===== config.mk =====
export PLATFORM = sky130hd
export DESIGN_NAME = mult2x2_seq_ctrl
export DESIGN_NICKNAME = d
export VERILOG_FILES = /design/src/rtl/mult2x2_seq_ctrl.sv
export SDC_FILE = /design/constraint.sdc
export NUM_CORES = 1
export LEC_CHECK = 0
export CAP_MARGIN = 10
export CORE_ASPECT_RATIO = 0.7
export CORE_MARGIN = 2
export CORE_UTILIZATION = 45
export DETAILED_ROUTE_END_ITERATION = 8
export GPL_ROUTABILITY_DRIVEN = 0
export GPL_TIMING_DRIVEN = 0
export PLACE_DENSITY = 0.66
export SYNTH_ARGS = -nofsm -noshare
export SYNTH_HDL_FRONTEND = slang
export SYNTH_SLANG_ARGS = --single-unit
export TNS_END_PERCENT = 1

===== constraint.sdc =====
create_clock -name clk -period 2.95 [get_ports clk]
set_clock_uncertainty 0.05 [all_clocks]
set_input_delay 0.59 -clock clk [delete_from_list [all_inputs] [get_ports clk]]
set_output_delay 0.59 -clock clk [all_outputs]
set_load 0.1 [all_outputs]

===== src/rtl/mult2x2_seq_ctrl.sv =====
// mult2x2_seq_ctrl
//   Builds a WIDTH x WIDTH unsigned product using one external combinational
//   2x2-bit digit multiplier. The operands are split into D = WIDTH/2 radix-4
//   digits. One digit pair is presented per cycle on mx/my. The 4-bit partial
//   product returned on mp is shifted and accumulated in the same cycle.
//
//   Ports
//     clk      rising-edge clock
//     rst      synchronous active-high reset
//     start    request, sampled only while IDLE
//     a, b     operands, latched when start is accepted
//     mx, my   digit pair driven to the 2x2 multiplier (0 outside BUSY)
//     mp       2x2 product, combinational from mx/my
//     busy     high while the digit loop runs (D*D cycles)
//     done     one-cycle pulse, product valid
//     product  result, held until the next completion or reset
//
//   Build option
//     EARLY_ZERO_EN : a zero operand finishes on the accepting edge
//                     (product 0, done next cycle, no BUSY cycles)
//
//   state | meaning
//   ------+--------------------------------------------------------------
//   IDLE  | waiting for start; done pulses here for one cycle after a run
//   BUSY  | stepping digit pairs (i = a digit, j = b digit), j fastest
module mult2x2_seq_ctrl #(
    parameter int WIDTH = 4
) (
    input  logic               clk,
    input  logic               rst,
    input  logic               start,
    input  logic [WIDTH-1:0]   a,
    input  logic [WIDTH-1:0]   b,
    output logic [1:0]         mx,
    output logic [1:0]         my,
    input  logic [3:0]         mp,
    output logic               busy,
    output logic               done,
    output logic [2*WIDTH-1:0] product
);

    localparam int D  = WIDTH / 2;
    localparam int IW = (D > 1) ? $clog2(D) : 1;
    localparam logic [IW-1:0] LAST = IW'(D - 1);

    typedef enum logic {
        IDLE = 1'b0,
        BUSY = 1'b1
    } state_t;

    state_t               state_q, state_d;
    logic [WIDTH-1:0]     a_lat_q, a_lat_d;
    logic [WIDTH-1:0]     b_lat_q, b_lat_d;
    logic [IW-1:0]        i_q, i_d;
    logic [IW-1:0]        j_q, j_d;
    logic [2*WIDTH-1:0]   acc_q, acc_d;
    logic [2*WIDTH-1:0]   product_q, product_d;
    logic                 done_q, done_d;

    logic [1:0]           mx_sel, my_sel;
    logic [2*WIDTH-1:0]   mp_ext;
    logic [2*WIDTH-1:0]   term;

    // Digit select with constant indices keeps every operand bit reachable.
    always_comb begin
        mx_sel = 2'b00;
        my_sel = 2'b00;
        for (int k = 0; k < D; k++) begin
            if (i_q == IW'(k)) mx_sel = a_lat_q[2*k +: 2];
            if (j_q == IW'(k)) my_sel = b_lat_q[2*k +: 2];
        end
    end

    // Partial product weight is 4^(i+j); the shift amount is evaluated at
    // 32 bits so i+j cannot wrap.
    always_comb begin
        mp_ext      = '0;
        mp_ext[3:0] = mp;
        term        = mp_ext << (2 * (i_q + j_q));
    end

    always_comb begin
        state_d   = state_q;
        a_lat_d   = a_lat_q;
        b_lat_d   = b_lat_q;
        i_d       = i_q;
        j_d       = j_q;
        acc_d     = acc_q;
        product_d = product_q;
        done_d    = 1'b0;

        case (state_q)
            IDLE: begin
                if (start) begin
                    a_lat_d = a;
                    b_lat_d = b;
                    acc_d   = '0;
                    i_d     = '0;
                    j_d     = '0;
`ifdef EARLY_ZERO_EN
                    if (a == '0 || b == '0) begin
                        product_d = '0;
                        done_d    = 1'b1;
                    end else begin
                        state_d = BUSY;
                    end
`else
                    state_d = BUSY;
`endif
                end
            end
            BUSY: begin
                acc_d = acc_q + term;
                if (j_q == LAST) begin
                    j_d = '0;
                    if (i_q == LAST) begin
                        i_d       = '0;
                        product_d = acc_q + term;
                        done_d    = 1'b1;
                        state_d   = IDLE;
                    end else begin
                        i_d = i_q + IW'(1);
                    end
                end else begin
                    j_d = j_q + IW'(1);
                end
            end
            default: state_d = IDLE;
        endcase
    end

    always_ff @(posedge clk) begin
        if (rst) begin
            state_q   <= IDLE;
            a_lat_q   <= '0;
            b_lat_q   <= '0;
            i_q       <= '0;
            j_q       <= '0;
            acc_q     <= '0;
            product_q <= '0;
            done_q    <= 1'b0;
        end else begin
            state_q   <= state_d;
            a_lat_q   <= a_lat_d;
            b_lat_q   <= b_lat_d;
            i_q       <= i_d;
            j_q       <= j_d;
            acc_q     <= acc_d;
            product_q <= product_d;
            done_q    <= done_d;
        end
    end

    assign busy    = (state_q == BUSY);
    assign mx      = busy ? mx_sel : 2'b00;
    assign my      = busy ? my_sel : 2'b00;
    assign done    = done_q;
    assign product = product_q;

endmodule


==> summary.md <==
* **combinational share of power** 0.232
* **placeable core region** 3233 um2
* **most frequent standard cell in the layout excluding fill and tap cells** sky130_fd_sc_hd__nand2_1
* **simple-gate portion of the synthesized area** 0.2747
* **routed wirelength normalized by instance count** 13.95 um
* **largest family of logic cells by synthesized area** simple AND/OR/NAND/NOR gates
* **insertion delay of the later-clocked pin in the worst-skew pair** 0.27 ns
* **number of warning messages in the yosys log** 0
* **cell occurring most often along the worst timing path** sky130_fd_sc_hd__buf_2
* **Final Hold Fails** 0
* **final standard cell utilization of the core** 0.6010
* **number of nets in the layout** 247
* **number of nets with antenna violations after routing** 0
* **slowest library cell on the worst path** sky130_fd_sc_hd__clkdlybuf4s15_2
* **XOR/XNOR Fraction of Synth Area** 0.03133
* **achievable clock frequency** 359.2 MHz
* **cts-stage hold buffer count** 0
* **chip width** 74.32 um
* **largest area contributor in the netlist** sky130_fd_sc_hd__dfxtp_1
* **count of port buffers added during placement** 27
* **average size of a mapped cell** 8.156 um2
* **Die Outline Area** 3956 um2
* **Setup crit start kind** register
* **max-slew violation count** 0
* **total CTS buffers** 3
* **part of the power in registers** 0.512
* **DRC viols** 0
* **Sw Ratio** 0.2890
* **number of global-route vias before repair** 1,319
* **share of cells above drive strength 1** 0.09502
* **total via count in the routed design** 1,404
* **post-synthesis compound-gate area fraction** 0.1743
* **I/O pin count** 29
* **placement row count** 17
* **Power, Total** 782.0 uW
* **Syn Nets** 215
* **placed cell count** 265
* **period utilisation layout** 0.9436
* **worst IR drop on VDD** 277.8 uV
* **global route total overflow** 0
* **total number of clock tree sinks** 28
* **Post-Synth Adder-Cell Area** 0.07711
* **CP max stage delay** 0.56 ns
* **worst slack after detailed placement** -0.1071 ns
* **relative contribution of the clock network to total power** 0.256
* **initial DRC count** 62
* **final routed wirelength across all metal layers** 3.738 mm
* **number of antenna violations at the first check in global routing** 0
* **nature of the critical path endpoint** output pin
* **synth unique cells** 35
* **Area growth syn-to-layout** 24.74%
* **reported net switching power** 226.0 uW
* **Worst EP required** 2.31 ns
* **effective utilization at floorplan** 0.4818
* **flops & latches, synth** 28
* **Synth top area share** 0.3598
* **first-pass GRT wire length** 6.023 mm
* **commonest cells after routing, fill and taps aside** 31 x sky130_fd_sc_hd__nand2_1, 28 x sky130_fd_sc_hd__dfxtp_1, 26 x sky130_fd_sc_hd__a21oi_1, 23 x sky130_fd_sc_hd__clkdlybuf4s50_1, 16 x sky130_fd_sc_hd__nor2_1
* **cell-by-cell trace of the critical path** buf_2 > buf_2 > buf_2 > nor2b_2 > clkdlybuf4s15_2
* **crit path max fanout** 10
* **Via density** 5.239
* **Layout Cells excl Fill** 268
* **CTS tree** yes
* **setup repair after global routing missed its margin** no
* **Final setup violation count** 0
* **worst min-delay path class** reg -> reg
* **Max-Cap Viols** 0
* **max_slew headroom** 0.3428
* **number of inserted diodes** 0
* **CTS Root Cell** sky130_fd_sc_hd__clkbuf_8
* **outcome** finished, final reports clean
* **arrival time reported for the critical path endpoint** 2.14 ns
* **static leakage** 0.7528 nW
* **Crit Path Class** reg -> out
* **synthesized instance count** 191
* **buffer depth of the longest clock path** 2
* **leading post-synthesis cells by cell area** sky130_fd_sc_hd__dfxtp_1 36%, sky130_fd_sc_hd__a21oi_1 8.4%, sky130_fd_sc_hd__nand2_1 7.5%
* **number of fill cells** 284
* **post-synthesis mux area share** 0.03855
* **total routing resource utilization after global routing** 0.2039
* **Post-Synthesis Cell Area** 1558 um2
* **height of the die** 53.23 um
* **Detailed Place HPWL** 2.912 mm
* **number of H-tree branching levels** 1
* **crit path setup slack, layout** 0.1664 ns
* **post-synthesis sequential area ratio** 0.3598
* **total power divided by cell area** 402.5 nW/um2
* **largest net degree at the start of global routing** 15
* **internal portion of total power** 556.0 uW
* **time the worst path needs with I/O delays and setup** 2.784 ns
* **slew of the pin with the lowest slew margin** 0.9827 ns
* **first-pass iteration count of the detailed router** 4
* **clock-pin slew reported for the worst setup and hold paths after clock tree synthesis** 0.09 ns
routing by layer:
layer | wire length [um] | global-route usage | share of wire
met1 | 1845 | 0.2834 | 0.49
met2 | 1747 | 0.3289 | 0.47
met3 | 145 | 0.04762 | 0.039
met4 | 0 | 0.03274 | 0
met5 | 0 | 0 | 0
repair_timing:
| action | 4_1_cts | 5_1_grt |
|---|---|---|
| setup endpoints to repair | 4 | 0 |
| resized for setup | 12 | 0 |
| buffers inserted | 0 | 0 |
Yosys cell counts:
master and instances:
sky130_fd_sc_hd__or4b_2 1, sky130_fd_sc_hd__nor2b_1 10, sky130_fd_sc_hd__o21ai_0 5, sky130_fd_sc_hd__nor3_1 4, sky130_fd_sc_hd__a22o_1 2, sky130_fd_sc_hd__xor2_1 1, sky130_fd_sc_hd__ha_1 8, sky130_fd_sc_hd__o211ai_1 2
sky130_fd_sc_hd__a211oi_2 1, sky130_fd_sc_hd__dfxtp_1 28, sky130_fd_sc_hd__nor2_1 16, sky130_fd_sc_hd__buf_6 1, sky130_fd_sc_hd__nand2b_4 1, sky130_fd_sc_hd__nand3_1 4, sky130_fd_sc_hd__xnor2_1 2, sky130_fd_sc_hd__fa_1 1
sky130_fd_sc_hd__clkbuf_1 6, sky130_fd_sc_hd__a21o_1 3, sky130_fd_sc_hd__nand2b_1 3, sky130_fd_sc_hd__buf_1 2, sky130_fd_sc_hd__nor3b_1 7, sky130_fd_sc_hd__and3_1 2, sky130_fd_sc_hd__inv_1 2, sky130_fd_sc_hd__a31o_2 1
sky130_fd_sc_hd__a21oi_1 26, sky130_fd_sc_hd__nor4b_1 3, sky130_fd_sc_hd__buf_2 4, sky130_fd_sc_hd__o311ai_0 2, sky130_fd_sc_hd__nand2_1 31, sky130_fd_sc_hd__nand4b_1 1, sky130_fd_sc_hd__mux2i_1 6, sky130_fd_sc_hd__o21bai_1 2
sky130_fd_sc_hd__xnor3_1 1, sky130_fd_sc_hd__nand2_2 1, sky130_fd_sc_hd__a211oi_1 1
flip-flops by register name, indices dropped and copies added, names as in the netlist:
| register | cells |
|---|---|
| busy | 1 |
| i_q | 1 |
| acc_q | 8 |
| a_lat_q | 4 |
| b_lat_q | 4 |
| product | 8 |
| done | 1 |
| j_q | 1 |
area by class of cell:
| cell class | count | area [um2] | share of cell area |
|---|---|---|---|
| multi-input cells | 148 | 938.4 | 0.4829 |
| inverters | 2 | 7.507 | 0.003863 |
| repair buffers | 27 | 275.3 | 0.1417 |
| clock buffers | 3 | 41.29 | 0.02125 |
| flip-flops and latches | 28 | 560.5 | 0.2885 |
| well taps | 47 | 58.81 | 0.03026 |
| plain buffers | 13 | 61.31 | 0.03155 |
final timing paths:
kind                            from                 endpoint  slack [ns]  cells past startpoint
max                  busy$_SDFF_PP0_                    mx[0]        0.17                      5
min reg2reg  a_lat_q[0]$_SDFFE_PP0P_  a_lat_q[0]$_SDFFE_PP0P_        0.41                      2
max reg2reg         j_q$_SDFFE_PP0P_  product[7]$_SDFFE_PP0P_        0.28                      9
min          a_lat_q[0]$_SDFFE_PP0P_  a_lat_q[0]$_SDFFE_PP0P_        0.41                      2
stage by stage:
stage	cell area (um2)	hold slack, ns	TNS [ns]
after global placement	1897	0.3918	-0.3904
after global routing	1943	0.4292	0
after detailed placement	1897	0.3973	-0.4023
final	1943	0.4067	0
after floorplan	1568	0.3857	-0.7003
after CTS	1943	0.4104	0
power by group through the flow:
stage,clock network (mW),registers [mW],logic (mW)
floorplan,0,0.417,0.119
CTS,0.212,0.400,0.181
detailed placement,0,0.409,0.180
global placement,0,0.408,0.177
finish,0.200,0.400,0.182
global route,0.222,0.402,0.200
cell families (layout without fill, tap and decap cells):
group / Yosys count / in the layout
fa+ha+maj: 9 / 9
mux: 6 / 6
flops: 28 / 28
compound gates: 45 / 45
xor+xnor: 4 / 4
simple gates: 84 / 84
buf+inv: 15 / 45
critical path, delay by kind of cell, from the launching register on:
kind | cells | cell delay (ns)
buffers and inverters | 4 | 1.31
flip-flops | 1 | 0.39
AND/OR/NAND/NOR | 1 | 0.18
No activity file was read; power rests on OpenSTA's default activity.
